===== config.mk =====
export PLATFORM = sky130hd
export DESIGN_NAME = pipe_elastic_stage
export DESIGN_NICKNAME = d
export VERILOG_FILES = /design/src/rtl/pipe_pkg.sv /design/src/rtl/pipe_sat_counter.sv /design/src/rtl/pipe_elastic_stage.sv
export SDC_FILE = /design/constraint.sdc
export NUM_CORES = 1
export LEC_CHECK = 0
export CORE_ASPECT_RATIO = 1.5
export CORE_MARGIN = 2
export CORE_UTILIZATION = 45
export DETAILED_ROUTE_END_ITERATION = 16
export PLACE_DENSITY = 0.7
export SYNTH_ARGS = -nofsm -noshare
export SYNTH_HDL_FRONTEND = slang
export SYNTH_HIERARCHICAL = 1
export SYNTH_SLANG_ARGS = --single-unit
export TNS_END_PERCENT = 30

===== constraint.sdc =====
create_clock -name clk -period 15.1 [get_ports clk]
set_input_delay 2.265 -clock clk [delete_from_list [all_inputs] [get_ports clk]]
set_output_delay 2.265 -clock clk [all_outputs]
set_load 0.05 [all_outputs]

===== src/rtl/pipe_pkg.sv =====
// Shared types and default widths for the elastic pipeline stage.
package pipe_pkg;

  typedef enum logic [1:0] {
    ST_EMPTY = 2'd0,
    ST_ONE   = 2'd1,
    ST_TWO   = 2'd2
  } state_e;

  localparam int unsigned PAYLOAD_W_DEF = 160;
  localparam int unsigned CNT_W_DEF     = 16;

endpackage


===== src/rtl/pipe_sat_counter.sv =====
// Saturating up-counter, cleared only by reset.
module pipe_sat_counter #(
  parameter int unsigned CNT_W = 16
) (
  input  logic             clk,
  input  logic             rst,
  input  logic             inc,
  output logic [CNT_W-1:0] cnt
);

  logic [CNT_W-1:0] cnt_q;
  logic [CNT_W-1:0] cnt_d;

  always_comb begin
    cnt_d = cnt_q;
    if (inc && (cnt_q != {CNT_W{1'b1}})) begin
      cnt_d = cnt_q + CNT_W'(1);
    end
  end

  always_ff @(posedge clk or posedge rst) begin
    if (rst) begin
      cnt_q <= '0;
    end else begin
      cnt_q <= cnt_d;
    end
  end

  assign cnt = cnt_q;

endmodule


===== src/rtl/pipe_elastic_stage.sv =====
// Elastic inter-stage register: valid/ready handshake, 2-entry skid buffer,
// synchronous flush and stall/bubble performance counters.
module pipe_elastic_stage
  import pipe_pkg::*;
#(
  parameter int unsigned PAYLOAD_W     = PAYLOAD_W_DEF,
  parameter bit          ZERO_ON_FLUSH = 1'b1,
  parameter int unsigned CNT_W         = CNT_W_DEF
) (
  input  logic                 clk,
  input  logic                 rst,
  input  logic                 flush,
  input  logic                 in_valid,
  output logic                 in_ready,
  input  logic [PAYLOAD_W-1:0] in_data,
  output logic                 out_valid,
  input  logic                 out_ready,
  output logic [PAYLOAD_W-1:0] out_data,
  output logic [CNT_W-1:0]     stall_cnt,
  output logic [CNT_W-1:0]     bubble_cnt
);

  state_e               state_q, state_d;
  logic [PAYLOAD_W-1:0] main_q, main_d;
  logic [PAYLOAD_W-1:0] skid_q, skid_d;
  logic                 in_ready_q, in_ready_d;
  logic                 out_valid_q, out_valid_d;
  logic                 in_fire, out_fire;

  always_comb begin
    state_d  = state_q;
    main_d   = main_q;
    skid_d   = skid_q;
    in_fire  = in_valid & in_ready_q;
    out_fire = out_valid_q & out_ready;

    if (flush) begin
      state_d = ST_EMPTY;
      skid_d  = '0;
      if (ZERO_ON_FLUSH) main_d = '0;
    end else begin
      unique case (state_q)
        ST_EMPTY: begin
          if (in_fire) begin
            state_d = ST_ONE;
            main_d  = in_data;
          end
        end
        ST_ONE: begin
          if (in_fire && out_fire) begin
            main_d = in_data;
          end else if (in_fire) begin
            state_d = ST_TWO;
            skid_d  = in_data;
          end else if (out_fire) begin
            state_d = ST_EMPTY;
            if (ZERO_ON_FLUSH) main_d = '0;
          end
        end
        ST_TWO: begin
          // Skid drains into main; upstream was already told not-ready.
          if (out_fire) begin
            state_d = ST_ONE;
            main_d  = skid_q;
            skid_d  = '0;
          end
        end
        default: begin
          state_d = ST_EMPTY;
        end
      endcase
    end

    in_ready_d  = (state_d != ST_TWO);
    out_valid_d = (state_d != ST_EMPTY);
  end

  always_ff @(posedge clk or posedge rst) begin
    if (rst) begin
      state_q     <= ST_EMPTY;
      main_q      <= '0;
      skid_q      <= '0;
      in_ready_q  <= 1'b1;
      out_valid_q <= 1'b0;
    end else begin
      state_q     <= state_d;
      main_q      <= main_d;
      skid_q      <= skid_d;
      in_ready_q  <= in_ready_d;
      out_valid_q <= out_valid_d;
    end
  end

  assign in_ready  = in_ready_q;
  assign out_valid = out_valid_q;
  assign out_data  = main_q;

  pipe_sat_counter #(.CNT_W(CNT_W)) u_stall_cnt (
    .clk (clk),
    .rst (rst),
    .inc (out_valid_q & ~out_ready),
    .cnt (stall_cnt)
  );

  pipe_sat_counter #(.CNT_W(CNT_W)) u_bubble_cnt (
    .clk (clk),
    .rst (rst),
    .inc (~out_valid_q),
    .cnt (bubble_cnt)
  );

endmodule


Word level (Yosys, flattened, before mapping). Cells that the tools add are included.

Multiplexer cells: 17. Divide/modulo/power cells: 0. Order comparisons: 0. Multiply operators: 0. Shifts and indexed selects: 0. Bitwise gates (word level): 5. Add/sub/neg operators: 2. Reductions and logical operators: 9. Equal/unequal tests: 11.

Operators with widths (count): two-way mux 160 bit (8); case mux 160 bit (3 select lines) (1); case mux 160 bit (2 select lines) (1); adder 16 x 1 -> 16 bit, second input constant (2); inequality test 16 bit, second input constant (2); two-way mux 2 bit (6); inequality test 3 bit, second input constant (4); inequality test 4 bit, second input constant (2); case mux 2 bit (3 select lines) (1); AND reduction 5 bit (1); AND reduction 4 bit (1); nonzero test 4 bit (1); AND 1 bit (3); logical AND 1 bit (3); nonzero test 3 bit (1); == test 2 x 1 -> 1 bit, second input constant (1); == test 2 bit, second input constant (1); logical NOT 2 bit (1); inequality test 2 bit, second input constant (1); NOT 1 bit (2); nonzero test 2 bit (1).

ROM bits: 0. Flip-flop bits (word level): 356. RAM bits: 0. Latch bits: 0. Memories kept: 0.

Logic depth before layout (Yosys ltp). Gate-level depths: netlist of run 1.

Depth in word-level cells: 7. Depth in mapped cells: 10. Gate-level depth less buffers: 6.

By module. Netlist of run 1, hierarchy kept.

Modules (own cells, without submodules): pipe_elastic_stage (area each 13568.0 sq um, cells an instance 1285, sequential area each 8109.0 sq um, times used 1); pipe_sat_counter (area each 805.8 sq um, cells an instance 71, sequential area each 400.4 sq um, times used 2).

Least setup slack after synthesis of run 1. OpenSTA, ideal clock, no wires.

Path kind: input-to-reg. Start point: input out_ready. End point: register u_stall_cnt.cnt_q[14], in the netlist u_stall_cnt/cnt[14]. Stages: 5. Arrival: 3.312 ns. Buffers on the path: 0. Path slack: 11.664 ns. Required time: 14.975 ns. Library setup time: 0.125 ns. Cells stage by stage: nor2_1 and4_1 nand3_1 nor2_1 mux2_2.

Longest elaborated chain between the ends: 3.

RTL lines: start: declaration (line pipe_elastic_stage.sv:17) `input logic out_ready,`; NOT 1 bit (line pipe_elastic_stage.sv:101) `.inc (out_valid_q & ~out_ready),`; AND 1 bit (line pipe_elastic_stage.sv:101); logical AND 1 bit (line pipe_sat_counter.sv:16) `if (inc && (cnt_q != {CNT_W{1'b1}})) begin`; end signal: assignment (line pipe_sat_counter.sv:25) `cnt_q <= cnt_d;`; end: declaration (line pipe_sat_counter.sv:11) `logic [CNT_W-1:0] cnt_q;`.

No other way between the ends. A chain may end at the register's enable or synchronous reset.

Worst setup path in the final report of run 1.
Start point: input out_ready. End point: register skid_q[140].

Longest elaborated chain between the ends: 4. Elaborated cells on any way between the ends: 5. Classes of those cells: eq/ne: 2; bitwise: 1; reduce/logical: 2.

RTL lines: AND 1 bit (*) (line pipe_elastic_stage.sv:35) `out_fire = out_valid_q & out_ready;`; logical AND 1 bit (line pipe_elastic_stage.sv:50) `if (in_fire && out_fire) begin`; inequality test 3 bit (no line); AND reduction 4 bit (no line) (*); end signal: assignment (line pipe_elastic_stage.sv:88) `skid_q <= skid_d;`; end: declaration (line pipe_elastic_stage.sv:25) `logic [PAYLOAD_W-1:0] skid_q, skid_d;`.

Every way passes the cells marked *; elsewhere a longest branch is shown, timed or not.

==> results.cfg, run 1 <==
[status]
status = finished clean

[power]
cellPowerDensity_nw_per_um2 = 151
finalPower_mw = 3.03
ir_worst_vdd_mv = 0.0857
leakage_nw = 8.64

[layout]
instances_no_fill = 2169
design_area_um2 = 20100
post-route-util = 0.602
area_growth_pct = 32.3
nNetsFinal = 1887
fillers = 2811
drive_gt1_frac = 0.0562

[timing]
finClkSkew_ns = 0.0105
finalCriticalPeriod_ns = 4.97
finalHoldViolations = 0
slew_viol_final = 0
slew-limit-headroom = 0.255
setup_viol = 0
rsz0062_at_grt = false
holdWs_ns = 0.480
finalSetupTns_ns = 0
fmax_mhz = 201
setup_ws_ns = 10.13
fin_crit_sh = 0.329
tightest_slew_ns = 1.12

[synth]
synthTopCellsByArea = dfrtp_1, o2bb2ai_1, nand2_1, a22oi_1, o21ai_1
synth-seq-cells = 356
seq_area_frac_synth = 0.587
synth_top_area_frac = 0.585
yosysWarnings = 6
syn-cell-area_um2 = 15200
synth_cell_types = 43
syn_avg_cell_area_um2 = 10.6
yosysTopAreaCell = dfrtp_1
netlist_instances = 1427
synth_nets = 1598

[cts]
path_clk_slew_ns = 0.06
h-tree-depth = 2
cts_sinks = 356
postCtsHoldBufs = 0
cts-buffers-inserted = 37
cts_resized = 0
cts_tree = built
clock_latency_ns = 0.53
postCtsSetupBuffers = 0
clockRootBuffer = clkbuf_16
clockBufferDepth = 3

[route]
routed_wl_um = 43300
firstDrtPassIters = 5
vias_per_cell = 5.69
ant_nets = 0
dr_total_vias = 12300
remaining_drc_errors = 0
drt_iter0_markers = 790
wl_per_cell_um = 20.0

[run]
drv_cap = 0

[grt]
gr-total-overflow = 0
grt_pass1_wl_um = 68300
grt_max_degree = 113
groute.usage.overall = 0.240
antenna_found_initial = 6
grt_pass1_vias = 12300

[min_path]
hold_path_class = reg2reg

[setup_path]
path_common_cell = buf_4
cp_max_fo = 98
rrSetupSlack_ns = 11.60
worst_ep_required_time_ns = 15.46
start_kind = input port
path_class = in2reg
worst_path_largest_cell_delay_ns = 0.85
cp.arrival_ns = 5.34
cpMaxStageDelayCell = buf_4
worstSetupEndpointType = register
crit_chain = clkdlybuf4s50_1 > and2_1 > o311a_4 > buf_4 > buf_4 > o21ai_1

[placed_design]
post_dp_cell_area_um2 = 18800
port_buffers = 358
hpwl_um = 26700
pre_cts_ws_ns = 9.59
dp.cells = 2097
gp_congestion = 0.783

[die]
core.rowCount = 82
initial_core_util = 0.455
core_um2 = 33300
die_h_um = 229
dieArea_um2 = 35200
design.portCount = 359
die_w_um = 154
path summary, 6_finish.rpt:
kind	start	to	cells past startpoint
hold / removal	skid_q[56]	skid_q[56]	2
max in group asynchronous	rst	skid_q[124]	4
setup / recovery	out_ready	skid_q[140]	6
setup reg to reg	state_q[0]	skid_q[140]	7
hold reg to reg	skid_q[56]	skid_q[56]	2
min in group asynchronous	rst	u_bubble_cnt/cnt[4]	2
area by class of cell:
class	instances	area (um2)	share of cell area
timing repair buffer	372	3690	0.184
multi-input combinational	942	5690	0.283
clock inverter	6	37.5	0.00187
antenna	5	12.5	0.000623
sequential	356	8910	0.444
tap	420	526	0.0262
clock buffer	61	1190	0.0592
inverter	7	33.8	0.00168
where the power goes:
group	total [mW]	leakage [nW]	switching, mW	internal [mW]
clock network	0.916	0.609	0.378	0.538
logic	0.915	3.30	0.616	0.298
registers	1.20	4.73	0.106	1.09
total	3.03	8.64	1.10	1.93
placed cells by master, fill, tap and decap left out, types with 14 or more instances in the layout:
cell type	n
nand3_1	18
o2bb2ai_1	160
xnor2_1	23
dfrtp_1	355
buf_4	14
a22oi_1	161
nand2_1	336
o21ai_1	100
clkbuf_16	39
clkdlybuf4s50_1	358
o21ai_0	61
cells by family (layout without fill, tap and decap cells):
group	after synthesis	in the layout	share of synthesized area
other	0	5	0
xor gates and xnor gates	23	23	0.0133
DFF	356	356	0.587
adders and majority gates	7	7	0.00560
muxes	6	6	0.00429
and+or+nand+nor	411	411	0.117
AOI/OAI and AO/OA	495	495	0.231
buffers and inverters	129	446	0.0412
synthesized netlist by cell type:
cell type	count
dfrtp_1	355
ha_1	6
a211oi_2	1
a31oi_1	1
maj3_1	1
mux2i_1	2
a2bb2oi_1	1
o2bb2ai_1	160
o21a_1	2
and2_1	4
buf_6	11
o32ai_1	1
nand2_2	2
and3_2	2
or2_2	1
mux2_2	4
o21ai_2	1
nor2_1	10
a21oi_1	4
buf_2	46
nor3_1	1
nand4b_1	1
inv_1	7
nand2_1	337
nor2_2	1
nand2b_1	2
clkbuf_1	64
and4_1	6
dfstp_2	1
o21bai_1	1
o311a_1	1
nand4_4	2
o21ai_0	61
xnor2_1	23
o21ai_1	100
nor4_4	2
clkbuf_2	1
nand4_2	2
and4_2	2
nand3_1	18
and3_1	8
nand4_1	10
a22oi_1	161
worst max-delay path, delay by kind of cell:
kind / cells / cell delay (ns)
buffers and inverters: 3 / 2.14
AND/OR/NAND/NOR: 1 / 0.21
AO/OA/AOI/OAI: 2 / 0.65
routing by layer:
layer,vias up,GRT usage,share of wire
met4,2,0.119,0.047
met3,101,0.0516,0.061
met5,-,0,0.00030
met2,397,0.389,0.50
li1,5708,-,-
met1,6135,0.304,0.40
state kept, by name, summed over array words and instances (netlist names):
register,cells
u_stall_cnt/cnt,16
skid_q,160
out_valid,1
u_bubble_cnt/cnt,16
out_data,160
state_q,2
in_ready,1
Note: power is estimated with default switching activity, not from simulation.
==> inputs of run 2 (changes only) <==
--- a/config.mk
+++ b/config.mk
@@ -9,7 +9,7 @@
 export CORE_MARGIN = 2
 export CORE_UTILIZATION = 45
 export DETAILED_ROUTE_END_ITERATION = 16
-export PLACE_DENSITY = 0.7
+export PLACE_DENSITY = 0.73
 export SYNTH_ARGS = -nofsm -noshare
 export SYNTH_HDL_FRONTEND = slang
 export SYNTH_HIERARCHICAL = 1
==> constraint.sdc (replaced) <==
create_clock -name clk -period 4 [get_ports clk]
set_input_delay 0.6 -clock clk [delete_from_list [all_inputs] [get_ports clk]]
set_output_delay 0.6 -clock clk [all_outputs]
set_load 0.05 [all_outputs]
==> run 2 against run 1 <==
Net effect: cell area rose by 0.87%; sequential share of layout area fell by 0.38 points; global-route usage rose by 0.16 points; die area did not move; non-clock buffer count rose by 7; wire length barely moved; total power rose to 3.8 times the previous value; utilization rose by 0.52 points; first-iteration DRC count fell by 6.6%; sequential power rose to 3.8 times the previous value; clock skew fell by 0.0016 ns; critical path depth fell by 5.
==> results.cfg, run 2 (synthesis results as in run 1) <==
[status]
status = finished clean

[cts]
path_clk_slew_ns = 0.06
cts-buffers-inserted = 35
clockBufferDepth = 3
cts_resized = 0
cts_tree = built
clock_latency_ns = 0.52
postCtsHoldBufs = 0
h-tree-depth = 2
clockRootBuffer = clkbuf_16
cts_sinks = 356
postCtsSetupBuffers = 0

[setup_path]
crit_chain = clkdlybuf4s50_1
cp_top_family = buffers and inverters
worst_ep_required_time_ns = 3.40
cp.arrival_ns = 1.94
cp_max_fo = 7
cpMaxStageDelayCell = clkdlybuf4s50_1
path_class = reg2out
worstSetupEndpointType = primary output
path_buf_inv = 1
worst_path_largest_cell_delay_ns = 0.91
start_kind = register

[placed_design]
gp_congestion = 0.810
port_buffers = 358
pre_cts_ws_ns = 1.22
hpwl_um = 27500

[layout]
area_growth_pct = 33.4
post-route-util = 0.607
drive_gt1_frac = 0.0596
most-common-layout-cells = clkdlybuf4s50_1, dfrtp_1, nand2_1
nNetsFinal = 1892
mostFrequentLayoutCell = clkdlybuf4s50_1

[route]
wl_per_cell_um = 19.9
vias_per_cell = 5.72
dr_total_vias = 12400
drt_iter0_markers = 738
ant_nets = 0
firstDrtPassIters = 5
remaining_drc_errors = 0
routed_wl_um = 43300

[timing]
rsz0062_at_grt = false
finalCriticalPeriod_ns = 2.54
slew-limit-headroom = 0.329
fin_crit_sh = 0.635
finClkSkew_ns = 0.00886
setup_viol = 0
finalHoldViolations = 0
tightest_slew_ns = 1.01
fmax_mhz = 393
setup_ws_ns = 1.46
slew_viol_final = 0

[die]
core.rowCount = 82
die_h_um = 229
initial_core_util = 0.455
die_w_um = 154
dieArea_um2 = 35200
design.portCount = 359
core_um2 = 33300

[grt]
groute.usage.overall = 0.241
gr-total-overflow = 0
grt_pass1_wl_um = 69100
grt_max_degree = 133
antenna_found_initial = 6
grt_pass1_vias = 12400

[min_path]
hold_path_class = reg2reg

[run]
drv_cap = 0

[power]
leakage_nw = 8.71
ir_worst_vdd_mv = 0.325
cellPowerDensity_nw_per_um2 = 564
-- run 2: changes by cell type in the layout (fill, tap and decap cells not counted) --
cell and delta:
buf_12 +12, buf_4 -5, clkbuf_1 -4, clkbuf_16 -2, clkinvlp_4 +2, bufinv_16 +1
clkbuf_8 +1, clkinv_2 -1, diode_2 +1, inv_6 -1, inv_8 -1
-- run 2: layout make-up --
class / instances / area, um2
inverter: 7 / 30.0
sequential: 356 / 8910
timing repair buffer: 379 / 3890
clock inverter: 6 / 61.3
tap: 420 / 526
multi-input combinational: 942 / 5690
antenna: 6 / 15.0
fill: 2716 / 13100
clock buffer: 56 / 1140
-- run 2: worst paths after layout --
| path | start | to | slack, ns | depth (start not counted) |
|---|---|---|---|---|
| min | skid_q[52] | skid_q[52] | 0.48 | 2 |
| max in group asynchronous | rst | skid_q[29] | 2.42 | 3 |
| min reg2reg | skid_q[52] | skid_q[52] | 0.48 | 2 |
| max reg2reg | state_q[0] | out_data[14] | 1.48 | 7 |
| max | out_valid | out_valid | 1.46 | 1 |
| min in group asynchronous | rst | u_bubble_cnt/cnt[2] | 0.57 | 2 |
-- run 2: power by group --
part | total [mW] | internal [mW] | switching (mW)
clock network | 3.40 | 2.01 | 1.38
registers | 4.52 | 4.12 | 0.397
logic | 3.51 | 1.17 | 2.34
-- run 2: worst min-delay path: cells and delay by family (launching register included) --
kind,cells,cell delay (ns)
flip-flops,1,0.34
AND/OR/NAND/NOR,1,0.05
AO/OA/AOI/OAI,1,0.06
-- run 2: per-layer routing --
layer	up-vias	share of wire	wire length (um)	track usage
li1	5727	-	-	-
met1	6184	0.40	17300	0.309
met2	404	0.50	21600	0.388
met3	103	0.056	2420	0.0495
met4	0	0.046	1980	0.122
met5	-	0	0	0
-- run 2: stage by stage --
stage | TNS (ns) | power [mW] | std cells | cell area [um2] | hold WS (ns)
3_3_place_gp | 0 | 8.01 | 2104 | 19000 | 0.462
6_report | 0 | 11.4 | 2172 | 20300 | 0.480
5_1_grt | 0 | 11.9 | 2172 | 20300 | 0.496
4_1_cts | 0 | 11.5 | 2166 | 20200 | 0.484
2_1_floorplan | -297.78 | 6.77 | 1427 | 15200 | 0.450
3_5_place_dp | 0 | 8.09 | 2104 | 19000 | 0.471
==> inputs of run 3 (changes only) <==
==> constraint.sdc (replaced) <==
create_clock -name clk -period 2.2 [get_ports clk]
set_input_delay 0.33 -clock clk [delete_from_list [all_inputs] [get_ports clk]]
set_output_delay 0.33 -clock clk [all_outputs]
set_load 0.05 [all_outputs]
==> run 3 against run 2 <==
Net effect: sequential power is 82% higher; critical path depth stayed put; largest cell class unchanged; clock power increased by 83%; cell area up 3.3%; die area unchanged; combinational power up 93%; flip-flop and latch count unchanged; utilization is 2.0 points higher; worst hold slack got worse by 0.13 ns; cell count up 2.5%.
==> results.cfg, run 3 (synthesis results as in run 1) <==
[timing]
setup_viol = 0
setup_ws_ns = 0.0493
fin_crit_sh = 0.978
slew_viol_final = 0
slew-limit-headroom = 0.588
tightest_slew_ns = 0.617
finalCriticalPeriod_ns = 2.15
holdWs_ns = 0.350
finalHoldViolations = 0
fmax_mhz = 465
rsz0062_at_grt = false
finClkSkew_ns = 0.0159

[power]
p_sw_mw = 7.62
p_int_mw = 13.6
ir_worst_vdd_mv = 0.578
power_frac_clock = 0.293
leakage_nw = 9.11
swShare = 0.359
seq_power_share = 0.387
cellPowerDensity_nw_per_um2 = 1010
p_comb_frac = 0.320

[cts]
clockRootBuffer = clkbuf_16
clockBufferDepth = 3
cts-buffers-inserted = 36
clock_latency_ns = 0.52
postCtsSetupBuffers = 0
postCtsHoldBufs = 0
cts_sinks = 356
h-tree-depth = 2
path_clk_slew_ns = 0.06
cts_tree = built

[setup_path]
worstSetupEndpointType = primary output
worst_ep_required_time_ns = 1.87
path_buf_inv = 1
cp.arrival_ns = 1.82
worst_path_largest_cell_delay_ns = 0.85
cp_top_family = buffers and inverters
cp_max_fo = 6
cpMaxStageDelayCell = clkdlybuf4s50_1
crit_chain = clkdlybuf4s50_1
start_kind = register
path_class = reg2out

[die]
initial_core_util = 0.455
die_h_um = 229
die_w_um = 154
design.portCount = 359
core_um2 = 33300
core.rowCount = 82
dieArea_um2 = 35200

[placed_design]
hpwl_um = 29400
port_buffers = 358
pre_cts_ws_ns = -0.166
dp.cells = 2159
gp_congestion = 0.792
post_dp_cell_area_um2 = 19700

[route]
firstDrtPassIters = 5
remaining_drc_errors = 0
ant_nets = 0
routed_wl_um = 44000
wl_per_cell_um = 19.8
drt_iter0_markers = 919
vias_per_cell = 5.69
dr_total_vias = 12700

[grt]
grt_max_degree = 165
groute.usage.overall = 0.247
grt_pass1_vias = 12900
grt_pass1_wl_um = 70400
antenna_found_initial = 2
gr-total-overflow = 0

[layout]
most-common-layout-cells = dfrtp_1, clkdlybuf4s50_1, nand2_1
area_growth_pct = 37.9
mostFrequentLayoutCell = dfrtp_1
design_area_um2 = 20900
nNetsFinal = 1949
fillers = 2676
instances_no_fill = 2226
drive_gt1_frac = 0.0887
post-route-util = 0.628

[run]
drv_cap = 0

[status]
status = finished clean

[min_path]
hold_path_class = in2async
-- run 3: layout make-up --
class / instances / area (um2) / share of cell area
flip-flops and latches: 356 / 8910 / 0.426
multi-input cells: 942 / 5690 / 0.272
repair buffers: 435 / 4590 / 0.219
clock buffers: 52 / 1040 / 0.0498
well taps: 420 / 526 / 0.0251
clock inverters: 12 / 138 / 0.00658
inverters: 7 / 30.0 / 0.00143
diodes: 2 / 5.00 / 0.000239
-- run 3: final timing paths --
| path | from | to | slack [ns] | cells past startpoint |
|---|---|---|---|---|
| max | u_bubble_cnt/cnt[5] | bubble_cnt[5] | 0.05 | 1 |
| max reg2reg | state_q[0] | out_data[126] | 0.17 | 8 |
| min reg2reg | skid_q[55] | skid_q[55] | 0.48 | 2 |
| min | rst | u_bubble_cnt/cnt[7] | 0.35 | 2 |
| max in group asynchronous | rst | out_data[0] | 1.28 | 4 |
| min in group clk | in_data[132] | skid_q[132] | 0.37 | 3 |
-- run 3: routing by layer --
metal  vias to the layer above  GRT usage  wire (um)
li1                       5845          -          -
met1                      6252      0.311      17500
met2                       461      0.420      22200
met3                       104     0.0387       2390
met4                         0      0.109       1990
met5                         -          0          0
-- run 3: through the flow --
| step | TNS [ns] | total power [mW] |
|---|---|---|
| detailed placement | -7.19 | 15.1 |
| CTS | 0 | 21.4 |
| finish | 0 | 21.2 |
| global placement | -2.07 | 15.0 |
| floorplan | -793.26 | 12.3 |
| global route | 0 | 22.1 |
-- run 3: power groups by stage --
stage	Clock (mW)	Sequential, mW	Combinational [mW]
6_report	6.21	8.22	6.79
5_1_grt	6.58	8.33	7.22
4_1_cts	6.34	8.21	6.81
3_5_place_dp	0	8.30	6.81
3_3_place_gp	0	8.28	6.71
2_1_floorplan	0	10.2	2.10
-- run 3: repair_timing --
item,in CTS,in global routing
resized for setup,4,6
endpoints found under the setup margin,4,193
cloned,0,1
==> RTL edit, RTL diff (settings of run 1) <==
`CNT_W_DEF`: 16 -> 32.
--- a/src/rtl/pipe_pkg.sv
+++ b/src/rtl/pipe_pkg.sv
@@ -9,5 +9,5 @@
 
   localparam int unsigned PAYLOAD_W_DEF = 160;
-  localparam int unsigned CNT_W_DEF     = 16;
+  localparam int unsigned CNT_W_DEF     = 32;
 
 endpackage
Ports: changed (resized bubble_cnt and stall_cnt); port bits go from 359 to 391. The function was not compared with the original's and may differ.
==> RTL edit against run 1 <==
- count of clock-buffer cells in the layout down 6
- cell area up 9.7%
- area after synthesis up 11%
- wire length up 14%
- utilization down 0.34 points
- setup slack better by 0.068 ns
- combinational power up 2%
- critical path depth up 1
- power up 3.1%
- sequential cell count up 32
- register-to-register slack about the same
==> RTL edit: results (changes against run 1) <==
* Run status: finished, final reports clean
* 1st-iter DRT viols at 1,035 (+31%)
* Worst-Skew Late Latency at 0.55 ns (+0.02 ns)
* FF-to-FF path depth at 8 (+1)
* Sequential share of power at 41.1% (+1.5 points)
* Synthesized Nets at 1,762 (+10%)
* TritonCTS Buffers at 39 (+5.4%)
* Hold_sp: skid_q[88]$_DFFE_PP0P_
* Inverters at 15 (+8)
* Most frequent cells after synthesis: dfrtp_1 (387), nand2_1 (345), a22oi_1 (161), o2bb2ai_1 (160), o21ai_1 (100)
* FF-to-FF setup slack at 11.59 ns (about the same)
* FFs & Latches at 388 (+9.0%)
* Clk_skew at 0.0262 ns (+0.0158 ns)
* Largest net degree at the start of global routing at 134 (+19%)
* HPWL after DPL at 31,700 um (+19%)
* Fraction of cell area in non-clock buffers at 18.3% (-0.073 points)
* Critical Path Fanout Max at 84 (-14%)
* P_sw at 0.00114 W (+3.3%)
* Routability cong. at 0.885 (+13%)
* Combinational gate power at 0.000935 W (+2%)
* Tot GR Track Use at 24.8% (+0.85 points)
* First-pass GRT wire length at 77,500 um (+14%)
* CP endpoint: out_data[112]$_DFFE_PP0P_
* Final-layout clock buffer total at 55 (-9.8%)
* Number of antenna violations at the first check in global routing at 8 (+2)
* Peak VDD IR at 0.000119 V (+39%)
* #MultiIn Comb at 1,060 (+13%)
* Worst slew margin at 28.9% (+3.4 points)
* Share of cells above drive strength 1 at 5.12% (-0.50 points)
* NumNets Final at 2,082 (+10%)
* WL final at 49,400 um (+14%)
* Synth cell types at 51 (+19%)
* Register area share after synthesis at 57.7% (-1.0 points)
-- RTL edit: cells by family (layout without fill, tap and decap cells) --
logic type	count (synthesis)	count (layout)	share of synthesized area, %
AOI/OAI and AO/OA	505	505	21.3
and+or+nand+nor	489	489	13.3
DFF	388	388	57.7
buffers and inverters	143	484	4.09
xor gates and xnor gates	55	55	2.86
adders and majority gates	7	7	0.505
muxes	4	4	0.312
other	0	5	0
-- RTL edit: metrics by stage --
stage          utilization, %  instances  power [W]  worst slack, ns
6_report                 59.9       2421    0.00312            10.19
5_1_grt                  59.9       2420    0.00325             9.99
4_1_cts                  59.8       2416    0.00314            10.24
3_5_place_dp             56.8       2354    0.00223             9.67
3_3_place_gp             56.8       2354    0.00222             9.74
2_1_floorplan               -       1591    0.00189             3.87
-- RTL edit: metal layers --
layer	up-vias	wire (um)	part of all wire [%]	GRT usage, %
met1	6874	20000	41	31.7
met5	-	42	0.085	0
li1	6355	-	-	-
met4	6	1380	2.8	8.55
met2	490	24200	49	40.9
met3	79	3680	7.5	6.77
